File: src/rtl/pu_fifo_ctrl_if.sv
// Bus between pu_fifo_ctrl and the shared pu_fifo instance.
// The controller drives strobes and write data; the FIFO returns read data.
interface pu_fifo_ctrl_if #(
  parameter int DATA_WIDTH = 32,
  parameter int ATTR_WIDTH = 4
);
  logic [DATA_WIDTH-1:0] fifo_data_in;
  logic [ATTR_WIDTH-1:0] fifo_attr_in;
  logic                  fifo_wr;
  logic                  fifo_oe;
  logic [DATA_WIDTH-1:0] fifo_data_out;
  logic [ATTR_WIDTH-1:0] fifo_attr_out;

  modport master (
    output fifo_data_in,
    output fifo_attr_in,
    output fifo_wr,
    output fifo_oe,
    input  fifo_data_out,
    input  fifo_attr_out
  );

  modport slave (
    input  fifo_data_in,
    input  fifo_attr_in,
    input  fifo_wr,
    input  fifo_oe,
    output fifo_data_out,
    output fifo_attr_out
  );
endinterface

File: src/rtl/pu_fifo_ctrl.sv
// Shares one pu_fifo between N_REQ round-robin producers and one consumer,
// tracking occupancy and providing a flush that drains without delivering data.
module pu_fifo_ctrl #(
  parameter int DATA_WIDTH = 32,
  parameter int ATTR_WIDTH = 4,
  parameter int FIFO_SIZE  = 3,
  parameter int N_REQ      = 2,
  localparam int CNT_W     = $clog2(FIFO_SIZE + 1)
) (
  input  logic                          clk,
  input  logic                          rst,
  input  logic [N_REQ-1:0]              req_valid,
  input  logic [N_REQ*DATA_WIDTH-1:0]   req_data,
  input  logic [N_REQ*ATTR_WIDTH-1:0]   req_attr,
  output logic [N_REQ-1:0]              req_ready,
  input  logic                          rd_req,
  output logic                          rd_valid,
  output logic [DATA_WIDTH-1:0]         rd_data,
  output logic [ATTR_WIDTH-1:0]         rd_attr,
  output logic                          rd_err,
  input  logic                          flush,
  output logic                          busy_flush,
  output logic [CNT_W-1:0]              count,
  output logic                          full,
  output logic                          empty,
  pu_fifo_ctrl_if.master                fifo
);

  localparam int PTR_W = (N_REQ > 1) ? $clog2(N_REQ) : 1;
  localparam logic [CNT_W-1:0] FULL_CNT = CNT_W'(FIFO_SIZE);
  localparam logic [PTR_W:0]   N_REQ_W  = (PTR_W + 1)'(N_REQ);
  localparam logic [PTR_W-1:0] LAST_REQ = PTR_W'(N_REQ - 1);

  localparam logic [0:0] RUN   = 1'b0;
  localparam logic [0:0] FLUSH = 1'b1;

  logic [0:0]            state;
  logic [PTR_W-1:0]      rr_ptr;
  logic [CNT_W-1:0]      cnt_q;
  logic                  wr_q;
  logic [DATA_WIDTH-1:0] wdata_q;
  logic [ATTR_WIDTH-1:0] wattr_q;
  logic                  oe_q;
  logic                  deliver_q;
  logic                  rd_valid_q;
  logic                  rd_err_q;

  logic                  wr_acc;
  logic [PTR_W-1:0]      win_idx;
  logic [PTR_W:0]        cand;
  logic                  accept_ok;
  logic                  rd_acc;
  logic                  drain;
  logic                  pop;
  logic [DATA_WIDTH-1:0] win_data;
  logic [ATTR_WIDTH-1:0] win_attr;
  logic [PTR_W-1:0]      next_ptr;

  // New accepts only in RUN, never in a flush-request cycle, and never at full
  // (a pop accepted in the same cycle does not free a slot until next cycle).
  assign accept_ok = !rst && (state == RUN) && !flush;

  always_comb begin
    req_ready = '0;
    wr_acc    = 1'b0;
    win_idx   = '0;
    cand      = '0;
    if (accept_ok && (cnt_q != FULL_CNT)) begin
      for (int unsigned k = 0; k < N_REQ; k++) begin
        cand = {1'b0, rr_ptr} + (PTR_W + 1)'(k);
        if (cand >= N_REQ_W) cand = cand - N_REQ_W;
        if (!wr_acc && req_valid[cand[PTR_W-1:0]]) begin
          wr_acc  = 1'b1;
          win_idx = cand[PTR_W-1:0];
        end
      end
    end
    if (wr_acc) req_ready[win_idx] = 1'b1;
  end

  assign win_data = req_data[win_idx*DATA_WIDTH +: DATA_WIDTH];
  assign win_attr = req_attr[win_idx*ATTR_WIDTH +: ATTR_WIDTH];
  assign next_ptr = (win_idx == LAST_REQ) ? '0 : win_idx + 1'b1;

  assign rd_acc = rd_req && accept_ok && (cnt_q != '0);
  assign drain  = (state == FLUSH) && (cnt_q != '0);
  assign pop    = rd_acc || drain;

  always_ff @(posedge clk) begin
    if (rst) begin
      state      <= RUN;
      rr_ptr     <= '0;
      cnt_q      <= '0;
      wr_q       <= 1'b0;
      wdata_q    <= '0;
      wattr_q    <= '0;
      oe_q       <= 1'b0;
      deliver_q  <= 1'b0;
      rd_valid_q <= 1'b0;
      rd_err_q   <= 1'b0;
    end else begin
      case (state)
        RUN:     if (flush) state <= FLUSH;
        // Wait for the last drain strobe to retire before leaving FLUSH.
        FLUSH:   if ((cnt_q == '0) && !oe_q) state <= RUN;
        default: state <= RUN;
      endcase

      if (wr_acc) rr_ptr <= next_ptr;

      wr_q    <= wr_acc;
      wdata_q <= wr_acc ? win_data : '0;
      wattr_q <= wr_acc ? win_attr : '0;

      // deliver_q separates consumer pops from drain pops one cycle later.
      oe_q       <= pop;
      deliver_q  <= rd_acc;
      rd_valid_q <= oe_q && deliver_q;
      rd_err_q   <= rd_req && !rd_acc;

      case ({wr_acc, pop})
        2'b10:   cnt_q <= cnt_q + 1'b1;
        2'b01:   cnt_q <= cnt_q - 1'b1;
        default: cnt_q <= cnt_q;
      endcase
    end
  end

  assign count      = cnt_q;
  assign full       = (cnt_q == FULL_CNT);
  assign empty      = (cnt_q == '0);
  assign busy_flush = (state == FLUSH);
  assign rd_valid   = rd_valid_q;
  assign rd_err     = rd_err_q;
  assign rd_data    = rd_valid_q ? fifo.fifo_data_out : '0;
  assign rd_attr    = rd_valid_q ? fifo.fifo_attr_out : '0;

  assign fifo.fifo_wr      = wr_q;
  assign fifo.fifo_oe      = oe_q;
  assign fifo.fifo_data_in = wdata_q;
  assign fifo.fifo_attr_in = wattr_q;

  a_count_bound : assert property (@(posedge clk) disable iff (rst)
    cnt_q <= FULL_CNT);
  a_ready_onehot : assert property (@(posedge clk) disable iff (rst)
    $onehot0(req_ready));
  a_no_write_at_full : assert property (@(posedge clk) disable iff (rst)
    full |-> (req_ready == '0));

endmodule

File: src/flat_wrapper.sv
// flat-port wrapper written by rule: the top's interface ports become plain ports
module pu_fifo_ctrl_flat 
#(
  parameter int DATA_WIDTH = 32,
  parameter int ATTR_WIDTH = 4,
  parameter int FIFO_SIZE  = 3,
  parameter int N_REQ      = 2,
  localparam int CNT_W     = $clog2(FIFO_SIZE + 1)
)
  (clk, rst, req_valid, req_data, req_attr, req_ready, rd_req, rd_valid, rd_data, rd_attr, rd_err, flush, busy_flush, count, full, empty, fifo_fifo_data_in, fifo_fifo_attr_in, fifo_fifo_wr, fifo_fifo_oe, fifo_fifo_data_out, fifo_fifo_attr_out);
  pu_fifo_ctrl_if #(.DATA_WIDTH(DATA_WIDTH), .ATTR_WIDTH(ATTR_WIDTH)) fifo_i ();
  input  logic clk;
  input  logic rst;
  input  logic [N_REQ-1:0] req_valid;
  input  logic [N_REQ*DATA_WIDTH-1:0] req_data;
  input  logic [N_REQ*ATTR_WIDTH-1:0] req_attr;
  output logic [N_REQ-1:0] req_ready;
  input  logic rd_req;
  output logic rd_valid;
  output logic [DATA_WIDTH-1:0] rd_data;
  output logic [ATTR_WIDTH-1:0] rd_attr;
  output logic rd_err;
  input  logic flush;
  output logic busy_flush;
  output logic [CNT_W-1:0] count;
  output logic full;
  output logic empty;
  output wire logic [$bits(fifo_i.fifo_data_in)-1:0] fifo_fifo_data_in;
  output wire logic [$bits(fifo_i.fifo_attr_in)-1:0] fifo_fifo_attr_in;
  output wire logic [$bits(fifo_i.fifo_wr)-1:0] fifo_fifo_wr;
  output wire logic [$bits(fifo_i.fifo_oe)-1:0] fifo_fifo_oe;
  input wire logic [$bits(fifo_i.fifo_data_out)-1:0] fifo_fifo_data_out;
  input wire logic [$bits(fifo_i.fifo_attr_out)-1:0] fifo_fifo_attr_out;
  assign fifo_fifo_data_in = fifo_i.fifo_data_in;
  assign fifo_fifo_attr_in = fifo_i.fifo_attr_in;
  assign fifo_fifo_wr = fifo_i.fifo_wr;
  assign fifo_fifo_oe = fifo_i.fifo_oe;
  assign fifo_i.fifo_data_out = fifo_fifo_data_out;
  assign fifo_i.fifo_attr_out = fifo_fifo_attr_out;
  pu_fifo_ctrl #(.DATA_WIDTH(DATA_WIDTH), .ATTR_WIDTH(ATTR_WIDTH), .FIFO_SIZE(FIFO_SIZE), .N_REQ(N_REQ)) u_core (.clk(clk), .rst(rst), .req_valid(req_valid), .req_data(req_data), .req_attr(req_attr), .req_ready(req_ready), .rd_req(rd_req), .rd_valid(rd_valid), .rd_data(rd_data), .rd_attr(rd_attr), .rd_err(rd_err), .flush(flush), .busy_flush(busy_flush), .count(count), .full(full), .empty(empty), .fifo(fifo_i));
endmodule
File: config.mk
export PLATFORM = sky130hd
export DESIGN_NAME = pu_fifo_ctrl_flat
export DESIGN_NICKNAME = d
export VERILOG_FILES = /design/src/rtl/pu_fifo_ctrl_if.sv /design/src/rtl/pu_fifo_ctrl.sv /design/src/flat_wrapper.sv
export SDC_FILE = /design/constraint.sdc
export NUM_CORES = 1
export LEC_CHECK = 0
export CORE_AREA = 2 2 73 110
export DETAILED_ROUTE_END_ITERATION = 7
export DIE_AREA = 0 0 75 112
export GPL_TIMING_DRIVEN = 0
export PLACE_DENSITY = 0.76
export SLEW_MARGIN = 20
export SYNTH_ARGS = -nofsm -noshare
export SYNTH_HDL_FRONTEND = slang
export SYNTH_SLANG_ARGS = --single-unit
File: constraint.sdc
create_clock -name clk -period 3 [get_ports clk]
set_clock_uncertainty 0.15 [all_clocks]
set_input_delay 0.6 -clock clk [delete_from_list [all_inputs] [get_ports clk]]
set_output_delay 0.6 -clock clk [all_outputs]
set_load 0.05 [all_outputs]
# Word level (Yosys, flattened, before mapping)
# Index checks and enable logic that the tools add are counted.
# word_totals
regBits,45
in_bits,114
output_inout_bits,83
wordCells,76
# classes
n_addsub,6
magnitude_cmp,6
eq_ne,4
shift,2
n_mux,25
n_bitwise,2
reduce_logical,21
# ops
operator,n
64-bit by 7-bit variable part select with 32-bit output,1
32-bit 2-to-1 mux,1
1-bit 2-to-1 mux,19
1-bit logical AND,11
8-bit by 4-bit variable part select with 4-bit output,1
1-bit by 2-bit less-than comparator with 1-bit output (second input constant),3
1-bit zero test,5
2-bit equality test (second input constant),2
4-bit 2-to-1 mux,1
2-bit case mux with 2 select lines,1
2-bit nonzero test,2
1-bit by 1-bit adder with 2-bit output (second input constant),1
2-bit by 1-bit adder with 2-bit output (second input constant),1
2-bit by 1-bit equality test with 1-bit output (second input constant),1
1-bit by 2-bit >= comparator with 1-bit output (second input constant),1
2-bit >= comparator (second input constant),1
2-bit zero test,1
2-bit 2-to-1 mux,1
2-bit inequality test (second input constant),1
1-bit inverter,2
1-bit case mux with 2 select lines,1
2-bit OR reduction,1
1-bit subtractor (second input constant),2
2-bit by 1-bit subtractor with 2-bit output (second input constant),1
other kinds (4),4

# Logic depth before layout (Yosys ltp)
# Gate-level depths: netlist of run 1.
# logic_depth
depth_word,18
mapped_depth,8
mapped_depth_nobuf,7

# Worst setup path after synthesis of run 1
# OpenSTA, ideal clock, no wires.
# synth_timing
kind,in2out
startpoint,in rst
endpoint,out req_ready[0]
arrival_ns,1.999
required_ns,2.250
setup_slack_ns,0.251
cell_stages,5
path_buffers,2
path_cell_list,buf_2 -> a2111oi_4 -> o21ai_2 -> buf_2 -> nor2_1
# synth_via
elab_chain_len,10
word_cells_on_any_way,12
cone_classes,2 x order compare; 5 x mux; 5 x reduce/logical
# synth_lines
element,line,source
"start, declared",flat_wrapper.sv:13,input logic rst;
1-bit zero test *,pu_fifo_ctrl.sv:61,assign accept_ok = !rst && (state == RUN) && !flush;
1-bit logical AND * (2 in series),pu_fifo_ctrl.sv:61,
1-bit logical AND *,pu_fifo_ctrl.sv:68,if (accept_ok && (cnt_q != FULL_CNT)) begin
1-bit 2-to-1 mux,pu_fifo_ctrl.sv:68,
1-bit by 2-bit less-than comparator with 1-bit output (implied by the code) or 1-bit >= comparator (tied branches),pu_fifo_ctrl.sv:78,if (wr_acc) req_ready[win_idx] = 1'b1;
1-bit logical AND (implied by the code),pu_fifo_ctrl.sv:78,
1-bit 2-to-1 mux (implied by the code),pu_fifo_ctrl.sv:78,
1-bit demux with 1-bit select,--,
2-bit 2-to-1 mux *,pu_fifo_ctrl.sv:78,
"end, declared",flat_wrapper.sv:17,output logic [N_REQ-1:0] req_ready;
# Every way passes the cells marked *; elsewhere a longest branch is shown, timed or not.

# Worst setup path in the final report of run 1
# layout_timing
startpoint,in flush
endpoint,out req_ready[0]
# layout_via
elab_chain_len,9
word_cells_on_any_way,11
cone_classes,2 x order compare; 5 x mux; 4 x reduce/logical
# layout_lines
element,line,source
"start, declared",flat_wrapper.sv:23,input logic flush;
1-bit zero test *,pu_fifo_ctrl.sv:61,
1-bit logical AND *,pu_fifo_ctrl.sv:61,
1-bit logical AND *,pu_fifo_ctrl.sv:68,
1-bit 2-to-1 mux,pu_fifo_ctrl.sv:68,
1-bit by 2-bit less-than comparator with 1-bit output (implied by the code) or 1-bit >= comparator (tied branches),pu_fifo_ctrl.sv:78,
1-bit logical AND (implied by the code),pu_fifo_ctrl.sv:78,
1-bit 2-to-1 mux (implied by the code),pu_fifo_ctrl.sv:78,
1-bit demux with 1-bit select,--,
2-bit 2-to-1 mux *,pu_fifo_ctrl.sv:78,
# Marked as above.

==> results of run 1 <==
-- power breakdown --
part	switching, mW	internal, mW
clock	0.217	0.310
sequential	0.0166	0.627
combinational	0.245	0.237
-- cells in the final DEF, fill, tap and decap left out, drive strengths merged, types with 2 or more instances in the layout --
| cell type | Yosys | layout |
|---|---|---|
| clkdlybuf4s50 | 0 | 193 |
| dfxtp | 45 | 45 |
| a21oi | 40 | 40 |
| and2 | 38 | 38 |
| o21ai | 38 | 38 |
| nand3b | 36 | 36 |
| clkbuf | 13 | 22 |
| buf | 11 | 12 |
| nor2 | 8 | 8 |
| inv | 3 | 3 |
| nor3 | 2 | 2 |
| a311oi | 2 | 2 |
-- kinds of logic (layout without fill, tap and decap cells) --
logic type               count (synthesis)  count (layout)  synth area share, %
AO/OA/AOI/OAI                           82              82                 22.8
XOR/XNOR                                 2               2                0.825
adder cells (fa/ha/maj)                  1               1                0.589
buffers and inverters                   28             231                 6.01
flip-flops                              45              45                 42.4
AND/OR/NAND/NOR                         89              89                 27.4
-- flip-flops by register name, summed over array words and instances (netlist names) --
register	cells
u_core.deliver_q	1
u_core.count	2
u_core.fifo.fifo_oe	1
u_core.fifo.fifo_attr_in	4
u_core.rd_err	1
u_core.busy_flush	1
u_core.rr_ptr	1
u_core.rd_valid	1
u_core.fifo.fifo_wr	1
u_core.fifo.fifo_data_in	32
-- final timing paths --
kind,from,endpoint,cells after the start,slack [ps]
max,flush,req_ready[0],6,100
min,u_core.deliver_q,u_core.rd_valid,2,260
max reg2reg,u_core.busy_flush,u_core.count[1],7,770
min reg2reg,u_core.deliver_q,u_core.rd_valid,2,260
-- final cells by class --
class / count / area share [%]
flip-flops and latches: 45 / 20.8
multi-input cells: 174 / 25.3
well taps: 102 / 2.95
repair buffers: 195 / 44.8
clock buffers: 8 / 3.15
plain buffers: 24 / 2.60
inverters: 4 / 0.347
-- synthesized netlist by cell type --
cell / instances
a2111oi_4: 1
a211oi_1: 1
a21oi_1: 30
a21oi_2: 10
a311oi_1: 2
and2_1: 38
buf_1: 3
buf_2: 6
buf_6: 2
clkbuf_1: 13
clkinv_1: 1
dfxtp_1: 45
ha_1: 1
inv_1: 3
nand2_1: 1
nand3b_1: 36
nor2_1: 8
nor2b_1: 1
nor3_1: 2
nor3b_1: 1
nor4bb_1: 1
o21ai_0: 29
o21ai_1: 8
o21ai_2: 1
or3_1: 1
xnor2_1: 1
xor2_1: 1
-- what timing repair did --
item / in CTS / in global routing
endpoints found under the hold margin: 0 / 0
pin swaps: 0 / 0
setup endpoints to repair: 2 / 1
gates resized for setup: 7 / 1
gates cloned: 0 / 0
-- worst max-delay path: cells and delay by family --
kind	cells	cell delay, ps
AOI/OAI and AO/OA	2	410
and+or+nand+nor	1	120
buffers and inverters	3	1020
-- layer usage --
layer	track usage, %	wire length, µm
met2	31.0	3950
met3	3.17	514
met5	0	0
met1	22.4	3310
met4	5.71	134
-- per-stage QoR --
stage          utilization, %  hold slack [ps]  TNS [ps]
2_1_floorplan               -              245         0
3_3_place_gp             56.3              257      -743
3_5_place_dp             56.3              257      -735
4_1_cts                  58.1              265         0
5_1_grt                  58.0              290         0
6_report                 58.0              260         0
==> qor_table.md, run 1 <==
| Item | Value |
|---|---|
| Outcome | finished, final reports clean |
| Most common cell on crit path | buf_2 |
| Startpoint type of the worst setup path | primary input |
| CP peak stage delay | 540 ps |
| Flip-flop and latch count after synthesis | 45 |
| Area of the core | 0.00747 mm² |
| Worst supply voltage drop on vdd | 0.230 mV |
| Number of buffers inserted to repair setup after CTS | 0 |
| Highest clock rate | 345 MHz |
| Die extent in y | 112 µm |
| Total wire length after detailed routing | 7920 µm |
| Total power draw | 1.65 mW |
| Sum of net half-perimeters after detailed placement | 6200 µm |
| Path category of the worst min-delay check | register to register |
| Synth-to-Final Area Change | 104% |
| Drt initial violations | 112 |
| Placed cell areas | 0.00420 mm² |
| Count of buffers from port buffering | 195 |
| Portion of synthesized cell area occupied by the leading cell type | 42.4% |
| Final period utilization | 96.6% |
| Wire length per cell | 14.3 µm |
| Leak pwr | 1.53 nW |
| Buffers from clock root to sink, at most | 2 |
| Mean instance size in the synthesized netlist | 8.60 µm² |
| First-pass GRT wire length | 11800 µm |
| Number of CTS-inserted buffers | 5 |
| Inst Count DP | 544 |
| Critical path fanouts, max | 10 |
| CP cell instances | clkdlybuf4s50_1, a2111oi_4, o21ai_2, buf_2, nor2_1, buf_2 |
| X dimension of the die | 75 µm |
| Unrepaired setup endpoints after global routing | false |
| Number of global-route vias before repair | 2403 |
| Final setup vio count | 0 |
| Minimum period implied by the final worst setup slack | 2900 ps |
| Congestion Overflow GR | 0 |
| Yosys cell types | 27 |
| Pin count of the biggest net entering global routing | 13 |
| Antenna violations before repair | 0 |
| Clk Tree Root Cell | clkbuf_16 |
| GRT Util Overall | 18.1% |
| Clock insertion delay at the later pin of the skew report | 280 ps |
| Post-layout worst setup margin | 103 ps |
| Synth area leader | dfxtp_1 |
| Number of max-slew violations in the final report | 0 |
| Max H-tree Level | 2 |
| Max cap viols | 0 |
| Synth Instances | 247 |
| Number of antenna-violating nets in the routed design | 0 |
| Detailed-route via count | 2469 |
| Die area | 0.00840 mm² |
| Final non-filler cell area | 0.00433 mm² |
| Vias per cell | 4.47 |
| YS warnings | 0 |
| Count of nets after finishing | 564 |
| Crit path max-delay cell type | clkdlybuf4s50_1 |
| Layout cell share with drive strength beyond 1 | 6.00% |
| DRT Pass-1 Iters | 4 |
| Power per cell area | 382 mW/mm² |
| Arrival time of the worst setup path | 2150 ps |
| Area of the multi-input gates | 0.00110 mm² |
| Total number of clock tree sinks | 45 |
| Req. time, crit path | 2250 ps |
| TritonCTS clock tree | yes |
| Number of hold violations in the final report | 0 |
| CTS Hold Buffers Added | 0 |
| Weighted congestion at the end of routability-driven global placement | 0.809 |
| Worst slew pin tran | 551 ps |
| Area contributors post-synth | dfxtp_1 (42%), nand3b_1 (13%), and2_1 (11%) |
| Starting utilization of the core area | 28.5% |
| Number of standard cells in the layout, taps in and fillers out | 552 |
| Relative slew margins | 63.2% |
| Antenna diodes | 0 |
| Register Area | 901 µm² |
| Clk pin slew, worst setup/hold paths | 60 ps |
| Boundary pin count | 197 |
| Proportion of synthesized chip area in sequential cells | 42.4% |
| Worst Setup Slack post-DPL | -454 ps |
| Critical path start-end classification | primary input to output port |
| Kind of capture point of the worst setup path | output port |
| DRC violations left | 0 |
| Post-synthesis instance area | 0.00212 mm² |
| Cell Rows | 39 |
| Post-Syn Nets | 362 |
| Fill cell count | 667 |
Note: power is estimated with default switching activity, not from simulation.
==> inputs of run 2 (changes only) <==
- GPL_TIMING_DRIVEN: 0 -> default
==> qor_table.md, run 2 (synthesized netlist as in run 1, its figures left out) <==
| Item | Value |
|---|---|
| Congestion Overflow GR | 0 |
| Detailed-route via count | 2435 |
| Crit path max-delay cell type | clkdlybuf4s50_1 |
| Antenna violations before repair | 0 |
| Sum Neg Setup Slack | 0 ps |
| Minimum period implied by the final worst setup slack | 2720 ps |
| Total number of clock tree sinks | 45 |
| DRT Pass-1 Iters | 4 |
| Max H-tree Level | 2 |
| Count of nets after finishing | 549 |
| Startpoint type of the worst setup path | register |
| Kind of cell adding the most delay to the critical path | buffers and inverters |
| Wire length per cell | 14.3 µm |
| Net Sw Frac | 29.0% |
| X dimension of the die | 75 µm |
| Worst hold path endpoint | u_core.rd_valid |
| Number of max-slew violations in the final report | 0 |
| Launch point of the worst path | u_core.count[0] |
| Path category of the worst min-delay check | register to register |
| Clk Tree Root Cell | clkbuf_16 |
| Number of CTS-inserted buffers | 5 |
| Worst slew pin tran | 567 ps |
| Clock network power share | 31.7% |
| Inst Count DP | 529 |
| Area of the core | 0.00747 mm² |
| Outcome | finished, final reports clean |
| Vias per cell | 4.53 |
| Reported net switching power | 478 µW |
| CP cell instances | nor2_1, clkdlybuf4s50_1 |
| Number of standard cells in the layout, taps in and fillers out | 537 |
| Req. time, crit path | 2250 ps |
| Die area | 0.00840 mm² |
| Number of hold violations in the final report | 0 |
| CP peak stage delay | 900 ps |
| Placed cell areas | 0.00409 mm² |
| Final core area utilization | 56.7% |
| Instance count along the most critical hold path | 2 |
| Buffers from clock root to sink, at most | 2 |
| Leak pwr | 1.61 nW |
| Clock insertion delay at the later pin of the skew report | 280 ps |
| Synth-to-Final Area Change | 99.2% |
| Count of cells resized by post-cts repair | 0 |
| Number of cells on the worst reg-to-reg path | 6 |
| Clk pin slew, worst setup/hold paths | 60 ps |
| Worst supply voltage drop on vdd | 0.272 mV |
| Cell Rows | 39 |
| Relative slew margins | 62.1% |
| Unrepaired setup endpoints after global routing | false |
| Drt initial violations | 101 |
| Layout cell share with drive strength beyond 1 | 15.2% |
| Beginning of the worst hold path | u_core.deliver_q |
| Final period utilization | 90.5% |
| Cell internal pwr | 1.17 mW |
| Critical path fanouts, max | 7 |
| Die extent in y | 112 µm |
| Part of the total power dissipated in sequential elements | 39.3% |
| Sum of net half-perimeters after detailed placement | 5800 µm |
| GRT Util Overall | 17.7% |
| Bufs and invs on worst path | 1 |
| Portion of total power attributed to combinational logic | 28.9% |
| Beginning of the worst register-to-register path | u_core.count[0] |
| Antenna diodes | 0 |
| Highest clock rate | 368 MHz |
| Total wire length after detailed routing | 7700 µm |
| TritonCTS clock tree | yes |
| Final non-filler cell area | 0.00423 mm² |
| Setup slack of the most critical reg-to-reg path | 950 ps |
| Final setup vio count | 0 |
| Count of buffers from port buffering | 196 |
| Power per cell area | 389 mW/mm² |
| DRC violations left | 0 |
| CTS Hold Buffers Added | 0 |
| Starting utilization of the core area | 28.5% |
| First-pass GRT wire length | 11800 µm |
| Arrival time of the worst setup path | 1970 ps |
| Weighted congestion at the end of routability-driven global placement | 0.822 |
| Max cap viols | 0 |
| Most common cell after layout, fill and taps aside | clkdlybuf4s50_1 |
| Critical path start-end classification | register to output port |
| End of the worst register-to-register path | u_core.count[1] |
| Number of antenna-violating nets in the routed design | 0 |
| Pin count of the biggest net entering global routing | 73 |
| Kind of capture point of the worst setup path | output port |
| Number of buffers inserted to repair setup after CTS | 0 |
| Flip-flop count of the largest register, all copies and words added | 32 |
| Most used cells in the layout excluding fill and tap cells | clkdlybuf4s50_1 (158), buf_4 (45), dfxtp_1 (45) |
| Number of global-route vias before repair | 2425 |
| Boundary pin count | 197 |
[run 2: final cells by class]
cell class / instances / area (µm²)
Tap cell: 102 / 128
Sequential cell: 45 / 901
Fill cell: 709 / 3230
Multi-Input combinational cell: 174 / 1110
Clock buffer: 6 / 129
Timing Repair Buffer: 204 / 1940
Clock inverter: 2 / 10.0
Inverter: 4 / 15.0
[run 2: power groups by stage]
| stage | Sequential (mW) | Clock, mW | Combinational, mW |
|---|---|---|---|
| floorplan | 0.754 | 0 | 0.145 |
| global placement | 0.661 | 0 | 0.471 |
| detailed placement | 0.661 | 0 | 0.478 |
| CTS | 0.648 | 0.540 | 0.481 |
| global route | 0.652 | 0.564 | 0.508 |
| finish | 0.648 | 0.523 | 0.477 |
[run 2: worst register-to-register path, stage by stage (launching register included)]
cell	delay (ps)
dfxtp_1	400
a2111oi_4	460
o21ai_4	120
ha_1	240
xnor2_1	150
or3_1	320
a21oi_1	150
[run 2: per-layer routing]
metal	up-vias	share of wire, %	global-route usage [%]
li1	1221	-	-
met1	1105	40	21.3
met2	97	52	31.0
met3	12	6.0	2.90
met4	0	1.8	5.48
met5	-	0	0
[run 2: per-stage QoR]
step	power (mW)	worst slack [ps]	hold slack, ps
final	1.65	284	261
after global routing	1.72	214	305
after global placement	1.13	368	261
after detailed placement	1.14	359	256
after CTS	1.67	288	267
after floorplan	0.898	251	245
[run 2: worst max-delay path by stage]
| stage | depth (start not counted) | slack (ps) | to |
|---|---|---|---|
| floorplan | 5 | 250 | req_ready[0] |
| global placement | 5 | 370 | req_ready[0] |
| detailed placement | 7 | 360 | u_core.count[1] |
| CTS | 2 | 290 | empty |
| global route | 2 | 210 | empty |
| finish | 2 | 280 | empty |
==> inputs of run 3 (changes only) <==
- MAX_ROUTING_LAYER: default -> met4
==> qor_table.md, run 3 (synthesized netlist as in run 1, its figures left out) <==
| Item | Value |
|---|---|
| Outcome | finished, final reports clean |
| Most used cells in the layout excluding fill and tap cells | clkdlybuf4s50_1 (158), buf_4 (45), dfxtp_1 (45) |
| Sum Neg Setup Slack | 0 ps |
| DRT Pass-1 Iters | 4 |
| Count of cells resized by post-cts repair | 0 |
| Req. time, crit path | 2250 ps |
| Die extent in y | 112 µm |
| Final non-filler cell area | 0.00423 mm² |
| Flip-flop count of the largest register, all copies and words added | 32 |
| Antenna diodes | 0 |
| Critical path fanouts, max | 7 |
| Final setup vio count | 0 |
| Inst Count DP | 529 |
| Total number of clock tree sinks | 45 |
| Area of the core | 0.00747 mm² |
| Vias per cell | 4.55 |
| DRC violations left | 0 |
| Met2 WL | 3990 µm |
| DR top layer | met4 |
| Number of buffers inserted to repair setup after CTS | 0 |
| GRT Util Overall | 18.1% |
| Final hold slack | 261 ps |
| Number of standard cells in the layout, taps in and fillers out | 537 |
| Leak pwr | 1.61 nW |
| Weighted congestion at the end of routability-driven global placement | 0.835 |
| Critical path start-end classification | register to output port |
| Number of max-slew violations in the final report | 0 |
| Count of buffers from port buffering | 196 |
| Clk Tree Root Cell | clkbuf_16 |
| Kind of cell adding the most delay to the critical path | buffers and inverters |
| Worst supply voltage drop on vdd | 0.272 mV |
| Wire length per cell | 14.3 µm |
| Fill cell count | 709 |
| Register Area | 901 µm² |
| Clk pin slew, worst setup/hold paths | 60 ps |
| Detailed-route via count | 2445 |
| Number of CTS-inserted buffers | 5 |
| Number of hold violations in the final report | 0 |
| Path category of the worst min-delay check | register to register |
| Total wire length after detailed routing | 7700 µm |
| Synth-to-Final Area Change | 99.2% |
| Power per cell area | 389 mW/mm² |
| X dimension of the die | 75 µm |
| Boundary pin count | 197 |
| Sum of net half-perimeters after detailed placement | 5800 µm |
| Worst Setup Slack post-DPL | 359 ps |
| Unrepaired setup endpoints after global routing | false |
| Cell Rows | 39 |
| Area of the multi-input gates | 0.00111 mm² |
| Drt initial violations | 119 |
| Length of routed met3 wiring | 448 µm |
| Die area | 0.00840 mm² |
| Setup slack of the most critical reg-to-reg path | 950 ps |
| Bufs and invs on worst path | 1 |
| Post-layout worst setup margin | 285 ps |
| Total power draw | 1.65 mW |
| First-pass GRT wire length | 11800 µm |
| Minimum period implied by the final worst setup slack | 2710 ps |
| Placed cell areas | 0.00409 mm² |
| CTS Hold Buffers Added | 0 |
| TritonCTS clock tree | yes |
| Kind of capture point of the worst setup path | output port |
| Buffers from clock root to sink, at most | 2 |
| Number of antenna-violating nets in the routed design | 0 |
| Count of nets after finishing | 549 |
| Starting utilization of the core area | 28.5% |
| Relative slew margins | 62.0% |
| CP cell instances | nor2_1, clkdlybuf4s50_1 |
| Max cap viols | 0 |
| Final core area utilization | 56.7% |
| Max H-tree Level | 2 |
| Worst slew pin tran | 569 ps |
| Most common cell after layout, fill and taps aside | clkdlybuf4s50_1 |
| Highest clock rate | 368 MHz |
| Pin count of the biggest net entering global routing | 73 |
| Arrival time of the worst setup path | 1960 ps |
| CP peak stage delay | 900 ps |
| Crit path max-delay cell type | clkdlybuf4s50_1 |
| Final period utilization | 90.5% |
| Antenna violations before repair | 0 |
| Layout cell share with drive strength beyond 1 | 15.2% |
| Number of global-route vias before repair | 2426 |
| Congestion Overflow GR | 0 |
| Startpoint type of the worst setup path | register |
| Wire length on met1 | 3110 µm |
| Clock insertion delay at the later pin of the skew report | 280 ps |
-- run 3: cell counts in the layout (fill, tap and decap cells not counted) --
Identical to the previous run, type by type.
-- run 3: worst paths after layout --
path,startpoint,end,depth (start not counted)
setup reg to reg,u_core.count[0],u_core.count[1],6
hold / removal,u_core.deliver_q,u_core.rd_valid,2
setup / recovery,u_core.count[0],empty,2
hold reg to reg,u_core.deliver_q,u_core.rd_valid,2
-- run 3: final cells by class --
cell class,count,share of cell area (%)
repair buffers,204,45.8
multi-input cells,174,26.2
flip-flops and latches,45,21.3
clock buffers,6,3.04
well taps,102,3.02
inverters,4,0.355
clock inverters,2,0.236
-- run 3: tightest hold or removal path, delay by kind of cell (launching register included) --
kind / cells / cell delay, ps
AND/OR/NAND/NOR: 2 / 80
flip-flops: 1 / 300
-- run 3: metal layers --
metal,track usage (%),vias to the layer above
met1,21.4,1105
li1,-,1221
met4,5.48,0
met3,2.62,12
met5,-,-
met2,31.0,107
-- run 3: where the power goes --
| group | internal (mW) | switching (mW) |
|---|---|---|
| registers | 0.627 | 0.0209 |
| logic | 0.237 | 0.240 |
| clock network | 0.306 | 0.217 |
| total | 1.17 | 0.478 |
==> patch 1 (settings of run 2) <==
Reset style: asynchronous (`rst`), changed in one clocked block.
--- a/src/rtl/pu_fifo_ctrl.sv
+++ b/src/rtl/pu_fifo_ctrl.sv
@@ -86,7 +86,7 @@
   assign drain  = (state == FLUSH) && (cnt_q != '0);
   assign pop    = rd_acc || drain;
 
-  always_ff @(posedge clk) begin
+  always_ff @(posedge clk or posedge rst) begin
     if (rst) begin
       state      <= RUN;
       rr_ptr     <= '0;
Behaviour: differs if rst is asserted again (counterexample within 4 cycles, from zero or initial values and one cycle with rst high); with rst held inactive, the same outputs for 10 cycles.
==> patch 1 against run 2 <==
  * Sequential cell count is the same
  * Synthesized area grew 24%
  * Wire length grew 15%
  * Largest cell class unchanged
  * Worst setup slack lost 0.13 ns
  * Sequential share of layout area grew 2.9 points
  * Design area grew 9.8%
  * Via count grew 12%
  * Critical path type is now input pin to output port
  * Hold slack gained 0.045 ns
Power is not compared: it rests on default switching activity, and its combinational part moved more than twofold at a synthesized area within 25%.
==> patch 1: results (changes against run 2) <==
{| class="wikitable"
! Metric !! Value
|-
| Outcome || finished, final reports clean
|-
| Biggest area contributors in the synthesized netlist || dfrtp_1 (43%), a21o_1 (10%), and2_1 (8.8%)
|-
| Via Count || 2737 (+12%)
|-
| Worst R2R Path Depth || 5 (-1)
|-
| Async SR Flop Fraction || 1.000 (+1.000)
|-
| Largest net degree at the start of global routing || 109 (+49%)
|-
| Worst slew margin relative to its limit || 0.3904 (-0.2304)
|-
| Mean instance size in the synthesized netlist || 9.315 um^2 (+8.3%)
|-
| Hold Path Stages || 1 (-1)
|-
| Number of nets in the layout || 577 (+5.1%)
|-
| Placed Cells || 557 (+5.3%)
|-
| Maximum count of clock buffers along a single path || 2 (unchanged)
|-
| Slowest cell on the critical path || clkdlybuf4s50_1
|-
| Post-Place Cell Area || 0.004508 mm^2 (+10%)
|-
| Routed wire length || 8.855 mm (+15%)
|-
| DRT iter0 DRCs || 155 (+53%)
|-
| Net count after synthesis || 398 (+9.9%)
|-
| Total CTS buffers || 5 (unchanged)
|-
| Largest register FFs || 32 (unchanged)
|-
| Final estimated routing congestion in global placement || 0.7587 (-7.7%)
|-
| Maximum fanout along the worst path || 5 (-2)
|-
| Buffers inserted during post-CTS setup optimization || 0 (unchanged)
|-
| Number of antenna violations at the first check in global routing || 0 (unchanged)
|-
| H-tree depth || 2 (unchanged)
|-
| Fraction of the yosys area taken by sequential cells || 0.4271 (+0.003119)
|-
| Wire length per cell after detailed routing || 15.67 um (+9.3%)
|-
| Vias in the first global route || 2620 (+8.0%)
|-
| Number of distinct library cells after synthesis || 26 (-3.7%)
|-
| Delay of the slowest cell on the worst path || 0.52 ns (-0.38 ns)
|-
| Global-route wire length before repair || 13.63 mm (+16%)
|-
| Clock transition at path regs || 0.06 ns (about the same)
|-
| Total inserted antenna cells || 0 (unchanged)
|-
| Quantity of gates resized following cts || 0 (unchanged)
|-
| Areal power density over the cells || 481.0 mW/mm^2
|-
| Global-route usage over all layers || 0.2075 (+0.03083)
|-
| Count of warnings emitted by yosys || 0 (unchanged)
|-
| Count of buffers from port buffering || 196 (unchanged)
|-
| Skew-Pair Late Insertion Delay || 0.28 ns (about the same)
|-
| Fraction of power spent switching nets || 0.3835
|-
| Half-perimeter wire length of the detailed placement result || 6.425 mm (+11%)
|-
| Peak ir drop on the vdd network || 0.5732 mV
|-
| Setup Slack @ Placement || 0.1411 ns (-0.2178 ns)
|-
| Number of iterations in the first detailed-routing pass || 4 (unchanged)
|-
| Layout cells sized above 1 || 0.1749 (+0.02322)
|-
| Top Family by Delay on Critical Path || compound AO/OA/AOI/OAI gates
|-
| Most frequent cells after synthesis || dfrtp_1 (45), and2_1 (37), a21o_1 (36), nand3_1 (36), o21ai_0 (36)
|}
## patch 1: cell types whose count changed after synthesis, moves of 7 or more
| cell | run 2 | this run |
|---|---|---|
| a21oi_1 | 30 | 17 |
| o21ai_1 | 8 | 0 |
| a21o_1 | 0 | 36 |
| dfxtp_1 | 45 | 0 |
| a21oi_2 | 10 | 22 |
| nand3b_1 | 36 | 0 |
| o21ai_0 | 29 | 36 |
| nand3_1 | 0 | 36 |
| dfrtp_1 | 0 | 45 |
## patch 1: kinds of logic (layout without fill, tap and decap cells)
kind of cell	Yosys count	count (layout)	synth area share
adders and majority gates	1	1	0.004745
DFF	45	45	0.4271
xor gates and xnor gates	3	3	0.009969
and+or+nand+nor	84	84	0.1799
buffers and inverters	34	214	0.07926
AOI/OAI and AO/OA	116	116	0.2990
## patch 1: power by group through the flow
| stage | Sequential (mW) | Clock [mW] | Combinational [mW] |
|---|---|---|---|
| 2_1_floorplan | 0.904 | 0 | 0.489 |
| 3_3_place_gp | 0.738 | 0 | 0.970 |
| 3_5_place_dp | 0.737 | 0 | 0.983 |
| 4_1_cts | 0.729 | 0.541 | 0.984 |
| 5_1_grt | 0.739 | 0.565 | 1.05 |
| 6_report | 0.728 | 0.531 | 0.976 |
## patch 1: final cells by class
type | count | area, um^2
Fill cell | 641 | 2819
Timing Repair Buffer | 203 | 1939
Multi-Input combinational cell | 204 | 1304
Sequential cell | 45 | 1126
Clock buffer | 6 | 128.9
Tap cell | 102 | 127.6
Inverter | 3 | 11.26
Clock inverter | 2 | 10.01
## patch 1: path summary, 6_finish.rpt
path	start	endpoint	slack, ns
worst max-delay path	rst	req_ready[0]	0.15
worst min-delay path	u_core.deliver_q	u_core.rd_valid	0.31
worst max register to register	u_core.count[0]	u_core.count[1]	1.09
worst min register to register	u_core.deliver_q	u_core.rd_valid	0.31
max in group asynchronous	rst	u_core.fifo.fifo_data_in[9]	1.45
min in group asynchronous	rst	u_core.fifo.fifo_wr	0.69
## patch 1: worst reg2reg max path: cells and delay by family (launching register included)
| kind | cells | cell delay [ns] |
|---|---|---|
| AND/OR/NAND/NOR | 1 | 0.14 |
| flip-flops | 1 | 0.47 |
| XOR/XNOR | 1 | 0.15 |
| AO/OA/AOI/OAI | 2 | 0.61 |
| adder cells (fa/ha/maj) | 1 | 0.32 |
## patch 1: layer usage
| metal | vias up | routed length [um] | global-route usage |
|---|---|---|---|
| met3 | 12 | 595 | 0.03620 |
| met2 | 117 | 4303 | 0.3322 |
| met5 | - | 0 | 0 |
| li1 | 1343 | - | - |
| met4 | 0 | 172 | 0.06071 |
| met1 | 1265 | 3784 | 0.2829 |
==> patch 2 (config.mk and constraints of run 2) <==
Made on the original files. `FIFO_SIZE` is set to 3 in 2 places; all go to 6.
--- a/src/rtl/pu_fifo_ctrl.sv
+++ b/src/rtl/pu_fifo_ctrl.sv
@@ -3,7 +3,7 @@
 module pu_fifo_ctrl #(
   parameter int DATA_WIDTH = 32,
   parameter int ATTR_WIDTH = 4,
-  parameter int FIFO_SIZE  = 3,
+  parameter int FIFO_SIZE  = 6,
   parameter int N_REQ      = 2,
   localparam int CNT_W     = $clog2(FIFO_SIZE + 1)
 ) (
--- a/src/flat_wrapper.sv
+++ b/src/flat_wrapper.sv
@@ -3,7 +3,7 @@
 #(
   parameter int DATA_WIDTH = 32,
   parameter int ATTR_WIDTH = 4,
-  parameter int FIFO_SIZE  = 3,
+  parameter int FIFO_SIZE  = 6,
   parameter int N_REQ      = 2,
   localparam int CNT_W     = $clog2(FIFO_SIZE + 1)
 )
Interface: changed (resized count); port bits go from 197 to 198. The function was not compared with the original's and may differ.
==> patch 2 against run 2 <==
  * Synthesized area fell by 0.18%
  * Register-to-register slack got worse by 0.31 ns
  * Worst setup slack got worse by 0.071 ns
  * Synthesized cell count increased by 4.5%
  * First-iteration DRC count rose by 79%
  * Wire length up 9.7%
  * Power grew 2.5%
  * Sequential cell count up 1
  * Design area is 0.21% lower
  * Fmax fell by 2.6%
==> patch 2: results (changes against run 2) <==
{| class="wikitable"
! Metric !! Value
|-
| Outcome || finished, final reports clean
|-
| Half-perimeter wire length of the detailed placement result || 6.344 mm (+9.4%)
|-
| Fraction of the yosys area taken by sequential cells || 0.4342 (+0.01019)
|-
| Routed wire length || 8.448 mm (+9.7%)
|-
| Placed Cells || 543 (+2.6%)
|-
| Power share of the combinational group || 0.303 (+0.014)
|-
| Average via count per standard cell || 4.598 (+1.4%)
|-
| Fraction of power spent switching nets || 0.2998 (+0.009523)
|-
| Leakage power || 1.640 nW (+1.8%)
|-
| Met1 track demand over resource in global routing || 0.2427 (+0.02985)
|-
| Fill count || 706 (-0.42%)
|-
| Largest net degree at the start of global routing || 38 (-48%)
|-
| Global-route wire length before repair || 12.68 mm (+7.7%)
|-
| Net count after synthesis || 374 (+3.3%)
|-
| Maximum fanout along the worst path || 4 (-3)
|-
| Final estimated routing congestion in global placement || 0.7953 (-3.3%)
|-
| Setup Slack @ Placement || 0.07591 ns (-0.2829 ns)
|-
| Top Family by Delay on Critical Path || simple AND/OR/NAND/NOR gates
|-
| Met2 capacity usage during global routing || 0.3380 (+0.02807)
|-
| Delay of the slowest cell on the worst path || 0.50 ns (-0.40 ns)
|-
| Mean instance size in the synthesized netlist || 8.220 um^2 (-4.4%)
|-
| Number of distinct library cells after synthesis || 29 (+7.4%)
|-
| Peak ir drop on the vdd network || 0.2815 mV (+3.4%)
|-
| Worst R2R Path Depth || 8 (+2)
|-
| Wire length per cell after detailed routing || 15.36 um (+7.1%)
|}
==> patch 2: cell types whose count changed after synthesis, moves of 2 or more <==
cell	before	now
nand2_1	1	3
a21oi_1	30	32
buf_1	3	0
buf_4	0	2
and2_1	38	36
inv_1	3	8
nand3b_1	36	1
clkbuf_1	13	11
nand3_1	0	37
==> patch 2: worst paths after layout <==
kind | startpoint | endpoint | slack (ns)
setup reg to reg | u_core.count[1] | u_core.count[2] | 0.64
setup / recovery | rst | req_ready[1] | 0.21
hold reg to reg | u_core.deliver_q | u_core.rd_valid | 0.26
hold / removal | u_core.deliver_q | u_core.rd_valid | 0.26
==> patch 2: power by group through the flow <==
| stage | logic [mW] | registers [mW] | clock network [mW] |
|---|---|---|---|
| floorplan | 0.157 | 0.779 | 0 |
| global placement | 0.505 | 0.674 | 0 |
| detailed placement | 0.512 | 0.676 | 0 |
| CTS | 0.514 | 0.662 | 0.531 |
| global route | 0.546 | 0.666 | 0.554 |
| finish | 0.512 | 0.662 | 0.515 |
==> patch 2: logic make-up after synthesis <==
logic type	share of synthesized area
simple gates	0.2490
flops	0.4342
compound gates	0.2183
fa+ha+maj	0.01534
buf+inv	0.07492
xor+xnor	0.008261
==> patch 2: final cells by class <==
| class | count | area, um^2 | area share |
|---|---|---|---|
| tap | 102 | 127.6 | 0.03021 |
| inverter | 9 | 33.78 | 0.007998 |
| sequential | 46 | 920.9 | 0.2180 |
| multi-input combinational | 180 | 1050 | 0.2485 |
| timing repair buffer | 206 | 1957 | 0.4633 |
| clock buffer | 5 | 125.1 | 0.02962 |
| clock inverter | 2 | 10.01 | 0.002370 |
==> patch 2: per-layer routing <==
metal  part of all wire  wire length [um]  vias up
met5                  0                 0        -
met4              0.010                86        0
met2               0.52              4381       94
li1                   -                 -     1259
met1               0.40              3377     1170
met3              0.071               602        6
==> patch 2: worst register-to-register path: cells and delay by family, from the launching register on <==
kind / cells / cell delay (ns)
fa+ha+maj: 2 / 0.58
flops: 1 / 0.43
compound gates: 2 / 0.34
xor+xnor: 1 / 0.16
buf+inv: 1 / 0.06
simple gates: 2 / 0.56
==> patch 2: per-stage QoR <==
stage	hold WS, ns	total power, mW	util	area (um^2)
floorplan	0.2452	0.9359	-	2121
global placement	0.2579	1.178	0.5477	4089
detailed placement	0.2590	1.187	0.5477	4089
CTS	0.2661	1.708	0.5658	4224
global route	0.2878	1.766	0.5658	4224
finish	0.2616	1.689	0.5658	4224
